### src/rtl/cmp_sched_pkg.sv
// Shared types and helpers for the round-robin comparator scheduler.
// Holds the result struct, the FSM state enum and the compare function.
package cmp_sched_pkg;

    localparam int STALL_W   = 16;
    localparam int CMP_MAX_W = 32;

    typedef struct packed {
        logic greater;
        logic equal;
        logic lesser;
    } cmp_res_t;

    typedef enum logic {
        EMPTY = 1'b0,
        FULL  = 1'b1
    } sched_state_t;

    // Callers zero-extend narrower operands, so the comparison stays unsigned.
    function automatic cmp_res_t cmp3(input logic [CMP_MAX_W-1:0] a,
                                      input logic [CMP_MAX_W-1:0] b);
        cmp_res_t r;
        r.greater = (a > b);
        r.equal   = (a == b);
        r.lesser  = (a < b);
        return r;
    endfunction

endpackage

### src/rtl/rr_pick.sv
// Combinational round-robin picker: first set req bit scanning upward from ptr,
// wrapping modulo NREQ. Produces a one-hot grant and its binary index.
module rr_pick #(
    parameter  int NREQ = 4,
    localparam int IDW  = $clog2(NREQ)
) (
    input  logic [NREQ-1:0] req,
    input  logic [IDW-1:0]  ptr,
    input  logic            en,
    output logic [NREQ-1:0] gnt,
    output logic [IDW-1:0]  gnt_id
);

    logic [IDW:0]   sum;
    logic [IDW-1:0] idx;
    logic           found;

    // NOTE: every variable gets a default before the loop so no latch is inferred.
    always_comb begin
        gnt    = '0;
        gnt_id = '0;
        found  = 1'b0;
        sum    = '0;
        idx    = '0;
        for (int k = 0; k < NREQ; k++) begin
            sum = {1'b0, ptr} + (IDW+1)'(k);
            if (sum >= (IDW+1)'(NREQ))
                sum = sum - (IDW+1)'(NREQ);
            idx = sum[IDW-1:0];
            if (en && !found && req[idx]) begin
                gnt[idx] = 1'b1;
                gnt_id   = idx;
                found    = 1'b1;
            end
        end
    end

endmodule

### src/rtl/cmp_rr_scheduler.sv
// Round-robin scheduler sharing one registered unsigned comparator among NREQ requesters.
// Optional macro CMP_STALL_CNT_EN adds a saturating stall_cnt output.
module cmp_rr_scheduler
    import cmp_sched_pkg::*;
#(
    parameter  int NREQ = 4,
    parameter  int W    = 3,
    localparam int IDW  = $clog2(NREQ)
) (
    input  logic              clk,
    input  logic              rst,
    input  logic [NREQ-1:0]   req,
    input  logic [NREQ*W-1:0] req_a,
    input  logic [NREQ*W-1:0] req_b,
    output logic [NREQ-1:0]   gnt,
    output logic              rsp_valid,
    input  logic              rsp_ready,
    output logic [IDW-1:0]    rsp_id,
    output logic              greater,
    output logic              equal,
    output logic              lesser
`ifdef CMP_STALL_CNT_EN
    ,
    output logic [STALL_W-1:0] stall_cnt
`endif
);

    sched_state_t   state, state_nxt;
    logic           accept;
    logic           grant;
    logic [IDW-1:0] gnt_id;
    logic [IDW-1:0] ptr;
    logic [W-1:0]   a_sel, b_sel;
    cmp_res_t       res_q;

    // A held result blocks new grants until the consumer takes it.
    assign accept = (state == EMPTY) || rsp_ready;

    rr_pick #(.NREQ(NREQ)) u_pick (
        .req    (req),
        .ptr    (ptr),
        .en     (accept),
        .gnt    (gnt),
        .gnt_id (gnt_id)
    );

    assign grant = |gnt;

    always_comb begin
        a_sel = '0;
        b_sel = '0;
        for (int i = 0; i < NREQ; i++) begin
            if (gnt[i]) begin
                a_sel = req_a[i*W +: W];
                b_sel = req_b[i*W +: W];
            end
        end
    end

    always_comb begin
        state_nxt = state;
        if (grant)
            state_nxt = FULL;
        else if (state == FULL && rsp_ready)
            state_nxt = EMPTY;
    end

    // NOTE: sequential state uses non-blocking assignments so all registers update together.
    always_ff @(posedge clk or posedge rst) begin
        if (rst) begin
            state  <= EMPTY;
            ptr    <= '0;
            rsp_id <= '0;
            res_q  <= '0;
        end else begin
            state <= state_nxt;
            if (grant) begin
                res_q  <= cmp3(CMP_MAX_W'(a_sel), CMP_MAX_W'(b_sel));
                rsp_id <= gnt_id;
                ptr    <= (gnt_id == IDW'(NREQ-1)) ? '0 : gnt_id + 1'b1;
            end
        end
    end

    assign rsp_valid = (state == FULL);
    assign greater   = res_q.greater;
    assign equal     = res_q.equal;
    assign lesser    = res_q.lesser;

`ifdef CMP_STALL_CNT_EN
    logic stall;
    assign stall = (|req) && !accept;

    always_ff @(posedge clk or posedge rst) begin
        if (rst)
            stall_cnt <= '0;
        else if (stall && stall_cnt != '1)
            stall_cnt <= stall_cnt + 1'b1;
    end
`endif

endmodule

### config.mk
export PLATFORM = sky130hd
export DESIGN_NAME = cmp_rr_scheduler
export DESIGN_NICKNAME = d
export VERILOG_FILES = /design/src/rtl/cmp_sched_pkg.sv /design/src/rtl/rr_pick.sv /design/src/rtl/cmp_rr_scheduler.sv
export SDC_FILE = /design/constraint.sdc
export NUM_CORES = 1
export LEC_CHECK = 0
export ABC_AREA = 1
export BUFFER_PORTS_ARGS = -buffer_cell sky130_fd_sc_hd__buf_4
export CAP_MARGIN = 30
export CORE_ASPECT_RATIO = 0.5
export CORE_MARGIN = 4
export CORE_UTILIZATION = 40
export CTS_CLUSTER_DIAMETER = 80
export DETAILED_ROUTE_END_ITERATION = 7
export GPL_TIMING_DRIVEN = 1
export MAX_ROUTING_LAYER = met4
export PLACE_DENSITY = 0.73
export SLEW_MARGIN = 30
export SYNTH_ARGS = -nofsm -noshare
export SYNTH_HDL_FRONTEND = slang
export SYNTH_SLANG_ARGS = --single-unit
### constraint.sdc
create_clock -name clk -period 2.5 [get_ports clk]
set_input_delay 0.375 -clock clk [delete_from_list [all_inputs] [get_ports clk]]
set_output_delay 0.375 -clock clk [all_outputs]
set_load 0.01 [all_outputs]
* Word level (Yosys, flattened, before mapping) *
Cells that the tools add are included.

operators by class
  muxes and demuxes = 42
  eq/ne operators = 2
  bitwise logic cells = 4
  $lt $le $gt $ge = 14
  $add $sub $neg = 8
  reductions and logical operators = 18

operators by type and width
  kind                                                                                 count
  3-bit 2-to-1 mux                                                                     8
  2-bit 2-to-1 mux                                                                     9
  4-bit 2-to-1 mux                                                                     4
  1-bit 2-to-1 mux                                                                     13
  1-bit logical AND                                                                    12
  2-bit by 3-bit less-than comparator with 1-bit output, second input constant         4
  4-bit OR                                                                             3
  3-bit greater-or-equal comparator, second input constant                             3
  1-bit binary-select mux with 2-bit select                                            4
  1-bit demux with 2-bit select                                                        4
  2-bit by 1-bit greater-or-equal comparator with 1-bit output, second input constant  4
  2-bit by 1-bit subtractor with 2-bit output, second input constant                   4
  2-bit by 2-bit adder with 3-bit output, second input constant                        2
  4-bit OR reduction                                                                   1
  2-bit by 1-bit adder with 3-bit output, second input constant                        1
  3-bit equality test                                                                  1
  2-bit by 3-bit greater-or-equal comparator with 1-bit output, second input constant  1
  3-bit > comparator                                                                   1
  1-bit zero test                                                                      3
  3-bit less-than comparator                                                           1
  2-bit by 1-bit adder with 2-bit output, second input constant                        1
  2-bit equality test, second input constant                                           1
  2-bit nonzero test                                                                   1
  1-bit logical OR                                                                     1
  1-bit inverter                                                                       1

word-level totals
  word-level logic and storage cells = 94
  register bits after elaboration = 8
  bits of input ports = 31
  output and inout port bits = 10

* Longest topological paths before layout *
Gate-level depths: netlist of run 1.

  word-level depth = 23
  gate-level depth with buffers = 22
  mapped depth without buffers = 20

* By module *
From an unflattened synthesis of run 1, not the netlist that was laid out.

second synthesis, totals
  cells, all modules = 185
  area, all modules = 1,199.9 um^2

by module, submodules not included
  module            area an instance (um^2)  times used  cells each
  cmp_rr_scheduler  694.4                    1           103
  rr_pick           505.5                    1           82

* Least setup slack after synthesis of run 1 *
OpenSTA, ideal clock, no wires.

  path type = register to register
  from = reg (tool-made name)
  to = reg res_q (netlist bit greater)
  path slack = -0.291 ns
  data arrival time = 2.674 ns
  stages on the path, launching flop included = 21
  clock period less this slack = 2.791 ns
  cell sequence = dfrtp_1 buf_6 inv_6 ha_1 inv_1 nand3_2 nand2_1 inv_1 nor2_2 buf_6 nand3_1 nand3_2 buf_6 a21oi_1 nand2_1 nand2_1 ha_1 a31oi_1 a21oi_1 nand2_1 nand2_1

RTL lines
  element               RTL line                RTL
  end signal, assigned  cmp_rr_scheduler.sv:78  res_q <= cmp3(CMP_MAX_W'(a_sel), CMP_MAX_W'(b_sel));
  end, declared         cmp_rr_scheduler.sv:34  cmp_res_t res_q;

==> summary.md, run 1 <==
| Metric | Value |
|---|---|
| Count of H-tree levels built during CTS | 1 |
| Pin count of the biggest net entering global routing | 11 |
| Synth Register Bits | 8 |
| Final Cycle Share | 1.05 |
| Data arrival, critical path | 2.74 ns |
| Type of origin of the critical path | flip-flop |
| Iteration-0 DRC count of the detailed router | 100 |
| Run status | finished with violations |
| Final number of hold-violating endpoints | 0 |
| DRT Wirelength | 4.01 mm |
| CTS tree | built |
| Worst min path class | primary input to asynchronous set/reset pin |
| All-layer global routing usage | 0.204 |
| Post-route ant nets | 0 |
| Final critical delay including setup and external delays | 2.63 ns |
| Overflow left after global routing | 0 |
| CP Capture Type | flip-flop |
| Later-pin clock latency in the skew report | 0.23 ns |
| Area share of xor/xnor cells in the synthesized design | 0 |
| Top Family by Delay on Critical Path | compound AO/OA/AOI/OAI gates |
| CP Data Required Time | 2.62 ns |
| Synth Area in Adders | 0.105 |
| Via count of the first global-routing pass | 1377 |
| # hold bufs at CTS | 0 |
| Vias per cell | 5.12 |
| Standard cell with the maximum stage delay on the critical path | sky130_fd_sc_hd__dfrtp_2 |
| CTS Buffer Depth | 2 |
| Final WS setup | -0.125 ns |
| Number of ports placed on the die boundary | 41 |
| Area of the mapped netlist | 0.00119 sq mm |
| Slew at the pin closest to its max-slew limit | 0.322 ns |
| Worst-case clock skew | 0.00318 ns |
| Die width | 85.0 um |
| Drt first pass iters | 4 |
| Number of cells after detailed placement | 288 |
| Synthesized instance count | 190 |
| Post-synth cell types | 21 |
| Cell chain of the critical path | inv_8 > ha_4 > inv_4 > nand3_4 > nand2_2 > inv_2 > nor2_4 > buf_6 > nand3_4 > nand3_4 > buf_4 > a21oi_2 > nand2_2 > a21oi_2 > ha_4 > a31oi_4 > a21oi_2 > nand2_1 > nand2_1 |
| Fraction of final layout cells with drive strength greater than 1 | 0.487 |
| Number of antenna diodes | 0 |
| Die area | 0.00395 sq mm |
| Clock Root Buffer | sky130_fd_sc_hd__clkbuf_8 |
| Highest attainable clock frequency | 0.381 GHz |
| Net count after synthesis | 231 |
| Stage delay of the slowest cell on the critical path | 0.42 ns |
| DR vias | 1537 |
| Number of core rows | 13 |
| HPWL after DPL | 2.76 mm |
| Post-Synthesis Mean Instance Area | 6.24 sq um |
| Area delta synth->final | 68.7% |
| Count of synthesis-stage warnings from yosys | 0 |
| Clock-pin slew on the worst setup and hold paths | 0.04 ns |
| Compound-cell area share of the yosys netlist | 0.104 |
| Count of clock tree sinks | 8 |
| Final layout net count | 306 |
| Max Cap Viol | 0 |
| Initial core utilization | 0.437 |
| Wire length of the first global-routing pass | 6.23 mm |
| Post-Layout Cell Count | 300 |
| Unrepaired setup endpoints after global routing | true |
| Inserted Clock Buffers | 3 |
| Worst setup path class | flip-flop to flip-flop |
| Port Buf Inserts | 40 |
| Number of design rule violations left after detail routing | 0 |
| Total of endpoints with negative setup slack in the final report | 3 |
| Fill cell count | 196 |
| Post-route setup TNS | -0.201 ns |
| Headroom to the max-slew limit | 0.785 |
| Share of cell area taken by muxes after synthesis | 0 |
| Average wire per cell in the routed design | 13.4 um |
| Vert. Die Dim | 46.5 um |
| Antenna violations before repair | 0 |
| Critical Path Fanout Max | 6 |
| Final Slew Violations | 0 |
| Failing checks | setup timing |
| Sequential area share after synthesis | 0.169 |
| GPL Wtd Cong | 0.900 |
| Combinational family with the most area after synthesis | simple AND/OR/NAND/NOR gates |
| Floorplan core area | 0.00272 sq mm |
| Fraction of the mapped netlist area in simple logic gates | 0.494 |
| Worst Path Buf+Inv | 5 |
worst reg2reg max path, stage by stage (launching register included):
cell and delay, ns:
sky130_fd_sc_hd__dfrtp_2 0.42, sky130_fd_sc_hd__inv_8 0.04, sky130_fd_sc_hd__ha_4 0.29, sky130_fd_sc_hd__inv_4 0.04, sky130_fd_sc_hd__nand3_4 0.05, sky130_fd_sc_hd__nand2_2 0.07
sky130_fd_sc_hd__inv_2 0.07, sky130_fd_sc_hd__nor2_4 0.04, sky130_fd_sc_hd__buf_6 0.13, sky130_fd_sc_hd__nand3_4 0.08, sky130_fd_sc_hd__nand3_4 0.13, sky130_fd_sc_hd__buf_4 0.17
sky130_fd_sc_hd__a21oi_2 0.13, sky130_fd_sc_hd__nand2_2 0.08, sky130_fd_sc_hd__a21oi_2 0.18, sky130_fd_sc_hd__ha_4 0.23, sky130_fd_sc_hd__a31oi_4 0.20, sky130_fd_sc_hd__a21oi_2 0.07
sky130_fd_sc_hd__nand2_1 0.06, sky130_fd_sc_hd__nand2_1 0.05
path summary, 6_finish.rpt:
path / start / endpoint / slack [ns] / cells past startpoint
worst max-delay path: flip-flop / greater$_DFFE_PP0P_ / -0.13 / 19
worst min-delay path: rst / equal$_DFFE_PP0P_ / 0.11 / 2
worst max register to register: flip-flop / greater$_DFFE_PP0P_ / -0.13 / 19
worst min register to register: equal$_DFFE_PP0P_ / equal$_DFFE_PP0P_ / 0.52 / 2
max in group asynchronous: rst / asynchronous set/reset pin / 2.13 / 2
min in group clk: equal$_DFFE_PP0P_ / equal$_DFFE_PP0P_ / 0.52 / 2
kinds of logic (layout without fill, tap and decap cells):
kind of cell    after synthesis  in the layout
flops                         8              8
buf+inv                      32            104
simple gates                117            118
compound gates               23             23
fa+ha+maj                    10             10
placed cells by master (no fill, tap or decap), drive strengths merged:
| master | instances |
|---|---|
| nand2 | 68 |
| dfrtp | 8 |
| o21ai | 4 |
| nor2 | 11 |
| nand3 | 38 |
| inv | 28 |
| ha | 10 |
| a31oi | 1 |
| nand4 | 1 |
| buf | 73 |
| clkbuf | 3 |
| a21oi | 18 |
cell usage after synthesis:
library cell              count  area, sq um
sky130_fd_sc_hd__a31oi_1      1         6.26
sky130_fd_sc_hd__dfrtp_1      8          200
sky130_fd_sc_hd__nor2_2       1         6.26
sky130_fd_sc_hd__nand3_4      2         35.0
sky130_fd_sc_hd__a21oi_1     16         80.1
sky130_fd_sc_hd__nand2_2      4         25.0
sky130_fd_sc_hd__nand3_1     29          145
sky130_fd_sc_hd__o21ai_0      4         20.0
sky130_fd_sc_hd__nand2_1     63          236
sky130_fd_sc_hd__nor2_4       3         33.8
sky130_fd_sc_hd__nand4_1      1         6.26
sky130_fd_sc_hd__buf_6        3         33.8
sky130_fd_sc_hd__nand3_2      6         60.1
sky130_fd_sc_hd__inv_6        1         8.76
sky130_fd_sc_hd__nand2_4      1         11.3
sky130_fd_sc_hd__nor2_1       7         26.3
sky130_fd_sc_hd__a21oi_2      2         17.5
sky130_fd_sc_hd__buf_4        1         7.51
sky130_fd_sc_hd__inv_1       25         93.8
sky130_fd_sc_hd__ha_1        10          125
sky130_fd_sc_hd__inv_2        2         7.51
timing repair:
action,in CTS,in global routing
pin swaps,15,9
setup endpoints to repair,3,4
buffers inserted,5,2
cloned,2,0
resized for setup,23,14
per-layer routing:
| metal | up-vias | share of wire | GRT usage |
|---|---|---|---|
| met1 | 697 | 0.44 | 0.261 |
| met2 | 72 | 0.48 | 0.358 |
| met5 | - | 0 | - |
| met4 | 0 | 0.0035 | 0.0189 |
| met3 | 4 | 0.080 | 0.0339 |
| li1 | 764 | - | - |
cell type report:
type	count	area, sq um	area share
Multi-Input combinational cell	151	1020	0.512
Timing Repair Buffer	73	571	0.285
Sequential cell	8	201	0.101
Inverter	28	118	0.0588
Tap cell	37	46.3	0.0231
Clock buffer	3	41.3	0.0206
per-stage QoR:
step                      hold slack (ns)  instance area [sq um]  setup slack (ns)   util
after detailed placement            0.340                   1730            -0.221  0.637
after global routing                0.124                   2000            -0.237  0.737
final                               0.107                   2000            -0.125  0.737
after floorplan                     0.191                   1240           -0.0734      -
after global placement              0.335                   1730            -0.119  0.637
after CTS                           0.109                   1910           -0.0490  0.704
Power of run 1 is not shown: default switching activity piles up to over one toggle a cycle in this logic, so the estimate is an artifact.
==> inputs of run 2 (changes only) <==
- ABC_AREA: 1 -> 0
- CORE_MARGIN: 4 -> 5
- PLACE_DENSITY: 0.73 -> 0.72
==> run 2 against run 1 <==
  * The run still ends with setup timing left
  * Final area is 6.4% higher
  * Die area is 8.9% higher
  * Worst hold slack worse by 0.010 ns
  * Worst setup slack worse by 0.62 ns
  * Clock-buffer cell count stayed put
  * Via count is 3.6% lower
  * Sequential share of layout area is 0.61 points lower
  * Flip-flop and latch count stayed put
  * Non-clock buffer count is 16 higher
  * Global-route usage is 1.5 points lower
  * Register-to-register slack worse by 0.62 ns
  * Critical path type unchanged
  * Highest routed layer unchanged
==> summary.md, run 2 <==
| Metric | Value |
|---|---|
| Fin Hold WS | 0.0968 ns |
| Data arrival, critical path | 3.36 ns |
| Synthesized instance count | 136 |
| Vert. Die Dim | 49.0 um |
| Slew at the pin closest to its max-slew limit | 0.325 ns |
| Overflow left after global routing | 0 |
| Commonest non-fill, non-tap cell in the layout | sky130_fd_sc_hd__buf_4 |
| Commonest cells in the synthesized netlist | 11 x sky130_fd_sc_hd__o21ai_0, 10 x sky130_fd_sc_hd__ha_1, 10 x sky130_fd_sc_hd__nand2_1, 9 x sky130_fd_sc_hd__nor2_1, 8 x sky130_fd_sc_hd__dfrtp_1 |
| Number of ports placed on the die boundary | 41 |
| Top area cells in the synthesized netlist | sky130_fd_sc_hd__dfrtp_1 16%, sky130_fd_sc_hd__ha_1 10%, sky130_fd_sc_hd__a221o_1 5.8% |
| Post-route ant nets | 0 |
| Antenna violations before repair | 0 |
| Number of cells after detailed placement | 241 |
| Run status | finished with violations |
| Number of design rule violations left after detail routing | 0 |
| Final critical delay including setup and external delays | 3.25 ns |
| CTS tree | built |
| All-layer global routing usage | 0.189 |
| Sequential area share after synthesis | 0.165 |
| Final WS setup | -0.747 ns |
| HPWL after DPL | 3.00 mm |
| Highest attainable clock frequency | 0.308 GHz |
| Wire length of the first global-routing pass | 6.36 mm |
| Type of origin of the critical path | flip-flop |
| Global-route met2 utilization | 0.335 |
| Drt first pass iters | 4 |
| Area delta synth->final | 75.3% |
| Die area | 0.00431 sq mm |
| Synth Register Bits | 8 |
| Final layout net count | 261 |
| Total power density per cell area | 1650 mW/mm^2 |
| Max Cap Viol | 0 |
| Die width | 87.9 um |
| Number of flops mapped to enable cells by yosys | 0 |
| Vias per cell | 5.74 |
| Port Buf Inserts | 40 |
| Final Slew Violations | 0 |
| Count of H-tree levels built during CTS | 1 |
| Net count after synthesis | 177 |
| Count of clock tree sinks | 8 |
| Area share of the largest cell type after synthesis | 0.165 |
| Post-Synthesis Mean Instance Area | 8.93 sq um |
| Floorplan core area | 0.00296 sq mm |
| Most heavily used metal layer in global routing | met2 |
| Area of the mapped netlist | 0.00121 sq mm |
| Final Cycle Share | 1.30 |
| Number of antenna diodes | 0 |
| Iteration-0 DRC count of the detailed router | 87 |
| Post-synth cell types | 49 |
| Initial core utilization | 0.410 |
| Worst IR Drop VDD | 803 uV |
| Headroom to the max-slew limit | 0.782 |
| Async set-reset flop share out of synthesis | 1.00 |
| Critical Path Fanout Max | 9 |
| Average wire per cell in the routed design | 16.9 um |
| Worst setup path class | flip-flop to flip-flop |
| Worst-case clock skew | 0.00153 ns |
| Final number of hold-violating endpoints | 0 |
| Library cell occupying the most area in the post-synthesis netlist | sky130_fd_sc_hd__dfrtp_1 |
| CP Capture Type | flip-flop |
| Total of endpoints with negative setup slack in the final report | 12 |
| Flip-flop cell with the highest count after synthesis | sky130_fd_sc_hd__dfrtp_1 |
| CTS Buffer Depth | 2 |
| Number of core rows | 14 |
| CP Data Required Time | 2.61 ns |
| Post-route setup TNS | -4.42 ns |
| Unrepaired setup endpoints after global routing | true |
| Pin count of the biggest net entering global routing | 16 |
| Start point of the critical path | ptr[1]$_DFFE_PP0P_ |
| Via count of the first global-routing pass | 1375 |
| Met1 track utilization from global routing | 0.226 |
| DR vias | 1482 |
| Later-pin clock latency in the skew report | 0.23 ns |
| GPL Wtd Cong | 0.873 |
| R2R Path Start | ptr[1]$_DFFE_PP0P_ |
| Most common cell in the netlist | sky130_fd_sc_hd__o21ai_0 |
| Clock-pin slew on the worst setup and hold paths | 0.04 ns |
| Most frequent cells in the layout | 81 x sky130_fd_sc_hd__buf_4, 9 x sky130_fd_sc_hd__nand2_1 |
| # hold bufs at CTS | 0 |
| Failing checks | setup timing |
| Core occupancy in the finished layout | 0.719 |
| Clock Root Buffer | sky130_fd_sc_hd__clkbuf_8 |
| Count of synthesis-stage warnings from yosys | 0 |
| Inserted Clock Buffers | 3 |
| Fraction of final layout cells with drive strength greater than 1 | 0.619 |
| DRT Wirelength | 4.37 mm |
| Leakage power summed over all cells | 0.987 nW |
| Met3 usage in global routing | 0.0320 |
| Worst min path class | primary input to asynchronous set/reset pin |
| Total Power | 3.52 mW |
| Post-Layout Cell Count | 258 |
-- run 2: cell types whose count changed in the layout (fill, tap and decap cells not counted), sizes merged, moves of 3 or more --
| cell | previous run | this run |
|---|---|---|
| and3 | 0 | 3 |
| o21ai | 4 | 11 |
| a22oi | 0 | 3 |
| or4bb | 0 | 3 |
| buf | 73 | 89 |
| mux2 | 0 | 6 |
| nand2 | 68 | 10 |
| nor3b | 0 | 3 |
| inv | 28 | 6 |
| a22o | 0 | 4 |
| a21oi | 18 | 3 |
| a221o | 0 | 7 |
| nand3 | 38 | 3 |
| nor3 | 0 | 3 |
-- run 2: what timing repair did --
item	in CTS	in global routing
setup endpoints to repair	12	12
pin swaps	8	11
gates resized for setup	26	23
setup buffers	12	8
-- run 2: cells by family after synthesis --
family          Yosys count  share of synthesized area
simple gates             50                      0.249
flops                     8                      0.165
fa+ha+maj                10                      0.103
xor+xnor                  1                    0.00721
buf+inv                  16                     0.0731
mux                      10                      0.109
compound gates           41                      0.294
-- run 2: final timing paths --
check | end | slack, ns | depth (start not counted)
setup / recovery | lesser$_DFFE_PP0P_ | -0.75 | 13
hold / removal | rsp_id[0]$_DFFE_PP0P_ | 0.1 | 2
setup reg to reg | lesser$_DFFE_PP0P_ | -0.75 | 13
hold reg to reg | greater$_DFFE_PP0P_ | 0.49 | 2
max in group asynchronous | asynchronous set/reset pin | 2.15 | 2
min in group clk | greater$_DFFE_PP0P_ | 0.49 | 2
-- run 2: report_power, final --
group          total, mW  internal, mW  switching [mW]
Combinational       3.10          1.69            1.42
Sequential         0.262         0.209          0.0527
Clock              0.155         0.104          0.0508
Total               3.52          2.00            1.52
-- run 2: critical path: stages, from the launching register on --
cell	delay, ns
sky130_fd_sc_hd__dfrtp_1	0.36
sky130_fd_sc_hd__buf_4	0.19
sky130_fd_sc_hd__mux4_2	0.58
sky130_fd_sc_hd__buf_4	0.18
sky130_fd_sc_hd__inv_1	0.15
sky130_fd_sc_hd__a31oi_4	0.12
sky130_fd_sc_hd__o211ai_4	0.21
sky130_fd_sc_hd__nor2b_4	0.08
sky130_fd_sc_hd__a221o_1	0.30
sky130_fd_sc_hd__a22o_1	0.24
sky130_fd_sc_hd__ha_4	0.27
sky130_fd_sc_hd__a21o_1	0.12
sky130_fd_sc_hd__a21oi_2	0.07
sky130_fd_sc_hd__mux2_4	0.26
-- run 2: layout make-up --
| class | instances | area (sq um) |
|---|---|---|
| multi-input cells | 112 | 1100 |
| fillers | 202 | 831 |
| well taps | 40 | 50.0 |
| clock buffers | 3 | 41.3 |
| flip-flops and latches | 8 | 201 |
| repair buffers | 89 | 707 |
| inverters | 6 | 27.5 |
-- run 2: routing by layer --
| metal | routed length [um] | share of wire | vias up |
|---|---|---|---|
| met3 | 187 | 0.043 | 11 |
| met4 | 58 | 0.013 | 0 |
| li1 | - | - | 703 |
| met2 | 2280 | 0.52 | 48 |
| met5 | 0 | 0 | - |
| met1 | 1850 | 0.42 | 720 |
-- run 2: stage by stage --
step | cell area (sq um) | setup slack [ns]
after floorplan | 1270 | -1.04
final | 2130 | -0.747
after global routing | 2130 | -0.851
after global placement | 1810 | -0.825
after detailed placement | 1810 | -0.907
after CTS | 2030 | -0.667
(Power assumes the default switching activity.)
==> inputs of run 3 (changes only) <==
- GPL_TIMING_DRIVEN: 1 -> 0
==> run 3 against run 2 <==
  * Clock skew rose by 0.0034 ns
  * Sequential share of layout area is 0.75 points higher
  * Flip-flop and latch count is the same
  * Highest routed layer unchanged
  * Largest power group unchanged
  * Final area shrank 7.3%
  * Sequential power hardly changed
  * Fmax shrank 7.3%
  * The run still ends with setup timing left
  * Via count decreased by 2.3%
  * Clock power increased by 4%
==> summary.md, run 3 (synthesized netlist as in run 2, its figures left out) <==
| Metric | Value |
|---|---|
| DR vias | 1448 |
| Worst-case clock skew | 0.00491 ns |
| Final layout net count | 243 |
| Antenna violations before repair | 0 |
| Clock-pin slew on the worst setup and hold paths | 0.04 ns |
| Number of core rows | 14 |
| Number of cells after detailed placement | 216 |
| Top Family by Delay on Critical Path | compound AO/OA/AOI/OAI gates |
| Run status | finished with violations |
| Worst min path class | primary input to asynchronous set/reset pin |
| Overflow left after global routing | 0 |
| All-layer global routing usage | 0.226 |
| Slew at the pin closest to its max-slew limit | 0.690 ns |
| Number of antenna diodes | 0 |
| Wire length of the first global-routing pass | 7.47 mm |
| CTS Buffer Depth | 2 |
| Via count of the first global-routing pass | 1533 |
| Clock Root Buffer | sky130_fd_sc_hd__clkbuf_8 |
| Most frequent cells in the layout | 55 x sky130_fd_sc_hd__buf_4, 10 x sky130_fd_sc_hd__buf_6, 10 x sky130_fd_sc_hd__nand2_1 |
| Stage delay of the slowest cell on the critical path | 0.41 ns |
| Inserted Clock Buffers | 3 |
| Max Cap Viol | 0 |
| Fill cell count | 231 |
| Post-Layout Cell Count | 240 |
| HPWL after DPL | 2.63 mm |
| Final critical delay including setup and external delays | 3.50 ns |
| Total Power | 3.51 mW |
| Count of H-tree levels built during CTS | 1 |
| Floorplan core area | 0.00296 sq mm |
| Failing checks | setup timing |
| Data arrival, critical path | 3.62 ns |
| Fraction of final layout cells with drive strength greater than 1 | 0.545 |
| Commonest non-fill, non-tap cell in the layout | sky130_fd_sc_hd__buf_4 |
| Cell chain of the critical path | buf_6 > buf_8 > inv_6 > ha_4 > and2_4 > a32o_2 > or2_4 > a221o_1 > nor2b_4 > a221o_1 > a22o_1 > ha_4 > a21o_1 > a21oi_2 > mux2_4 |
| Final number of hold-violating endpoints | 0 |
| Average wire per cell in the routed design | 18.7 um |
| Highest attainable clock frequency | 0.285 GHz |
| Type of origin of the critical path | flip-flop |
| Leakage power summed over all cells | 0.887 nW |
| Footprint of the flip-flops and latches | 201 sq um |
| Number of ports placed on the die boundary | 41 |
| Vias per cell | 6.03 |
| Core occupancy in the finished layout | 0.667 |
| Critical Path Fanout Max | 7 |
| Area delta synth->final | 62.4% |
| Die area | 0.00431 sq mm |
| Worst IR Drop VDD | 981 uV |
| Pre-CTS setup slack | -1.24 ns |
| Unrepaired setup endpoints after global routing | true |
| Final Cycle Share | 1.40 |
| # hold bufs at CTS | 0 |
| Final Slew Violations | 0 |
| Post-route ant nets | 0 |
| Later-pin clock latency in the skew report | 0.24 ns |
| Worst setup path class | flip-flop to flip-flop |
| Area after DPL | 0.00162 sq mm |
| CP Data Required Time | 2.61 ns |
| CP Capture Type | flip-flop |
| Total of endpoints with negative setup slack in the final report | 12 |
| Headroom to the max-slew limit | 0.539 |
| Multi-input gate area in the final layout | 0.00109 sq mm |
| Final WS setup | -1.00 ns |
| Count of clock tree sinks | 8 |
| GPL Wtd Cong | 0.837 |
| Worst Path Buf+Inv | 3 |
| Fin Hold WS | 0.102 ns |
| Pin count of the biggest net entering global routing | 11 |
| Number of design rule violations left after detail routing | 0 |
| Final cell area excluding filler cells | 0.00197 sq mm |
| Vert. Die Dim | 49.0 um |
| DRT Wirelength | 4.50 mm |
| CTS tree | built |
| Die width | 87.9 um |
| Total power density per cell area | 1780 mW/mm^2 |
| Standard cell with the maximum stage delay on the critical path | sky130_fd_sc_hd__dfrtp_1 |
| Iteration-0 DRC count of the detailed router | 80 |
| Initial core utilization | 0.410 |
| Post-route setup TNS | -7.02 ns |
| Port Buf Inserts | 40 |
| Drt first pass iters | 5 |
-- run 3: changes by cell type in the layout (fill, tap and decap cells not counted), sizes merged --
cell	previous run	this run
buf	89	70
clkbuf	3	4
-- run 3: path summary, 6_finish.rpt --
path / from / endpoint / slack [ns] / depth (start not counted)
max in group asynchronous: rst / ptr[1]$_DFFE_PP0P_ / 2.13 / 2
hold / removal: rst / rsp_id[0]$_DFFE_PP0P_ / 0.10 / 2
hold reg to reg: greater$_DFFE_PP0P_ / greater$_DFFE_PP0P_ / 0.51 / 2
min in group clk: greater$_DFFE_PP0P_ / greater$_DFFE_PP0P_ / 0.51 / 2
setup / recovery: flip-flop / lesser$_DFFE_PP0P_ / -1.00 / 15
setup reg to reg: flip-flop / lesser$_DFFE_PP0P_ / -1.00 / 15
-- run 3: worst register-to-register path, cell delays in order, from the launching register on --
cell,delay [ns]
sky130_fd_sc_hd__dfrtp_1,0.41
sky130_fd_sc_hd__buf_6,0.14
sky130_fd_sc_hd__buf_8,0.11
sky130_fd_sc_hd__inv_6,0.05
sky130_fd_sc_hd__ha_4,0.21
sky130_fd_sc_hd__and2_4,0.13
sky130_fd_sc_hd__a32o_2,0.24
sky130_fd_sc_hd__or2_4,0.27
sky130_fd_sc_hd__a221o_1,0.38
sky130_fd_sc_hd__nor2b_4,0.16
sky130_fd_sc_hd__a221o_1,0.29
sky130_fd_sc_hd__a22o_1,0.24
sky130_fd_sc_hd__ha_4,0.28
sky130_fd_sc_hd__a21o_1,0.12
sky130_fd_sc_hd__a21oi_2,0.07
sky130_fd_sc_hd__mux2_4,0.27
-- run 3: metal layers --
metal  wire, um  global-route usage
met1       1740               0.250
met2       2250               0.383
met3        333              0.0371
met4        177               0.135
met5          0                   -
-- run 3: power by group --
| group | internal [mW] | switching (mW) | total [mW] |
|---|---|---|---|
| Sequential | 0.209 | 0.0505 | 0.259 |
| Clock | 0.105 | 0.0559 | 0.161 |
| Combinational | 1.62 | 1.47 | 3.09 |
| Total | 1.93 | 1.57 | 3.51 |
-- run 3: repair_timing --
item / 4_1_cts / 5_1_grt
gates resized for setup: 22 / 13
endpoints found under the setup margin: 12 / 12
pin swaps: 15 / 8
setup buffers: 22 / 3
-- run 3: area by class of cell --
type,instances,area share
multi-input cells,112,0.552
repair buffers,62,0.249
flip-flops and latches,8,0.102
plain buffers,9,0.0368
well taps,40,0.0254
clock buffers,3,0.0209
inverters,6,0.0140
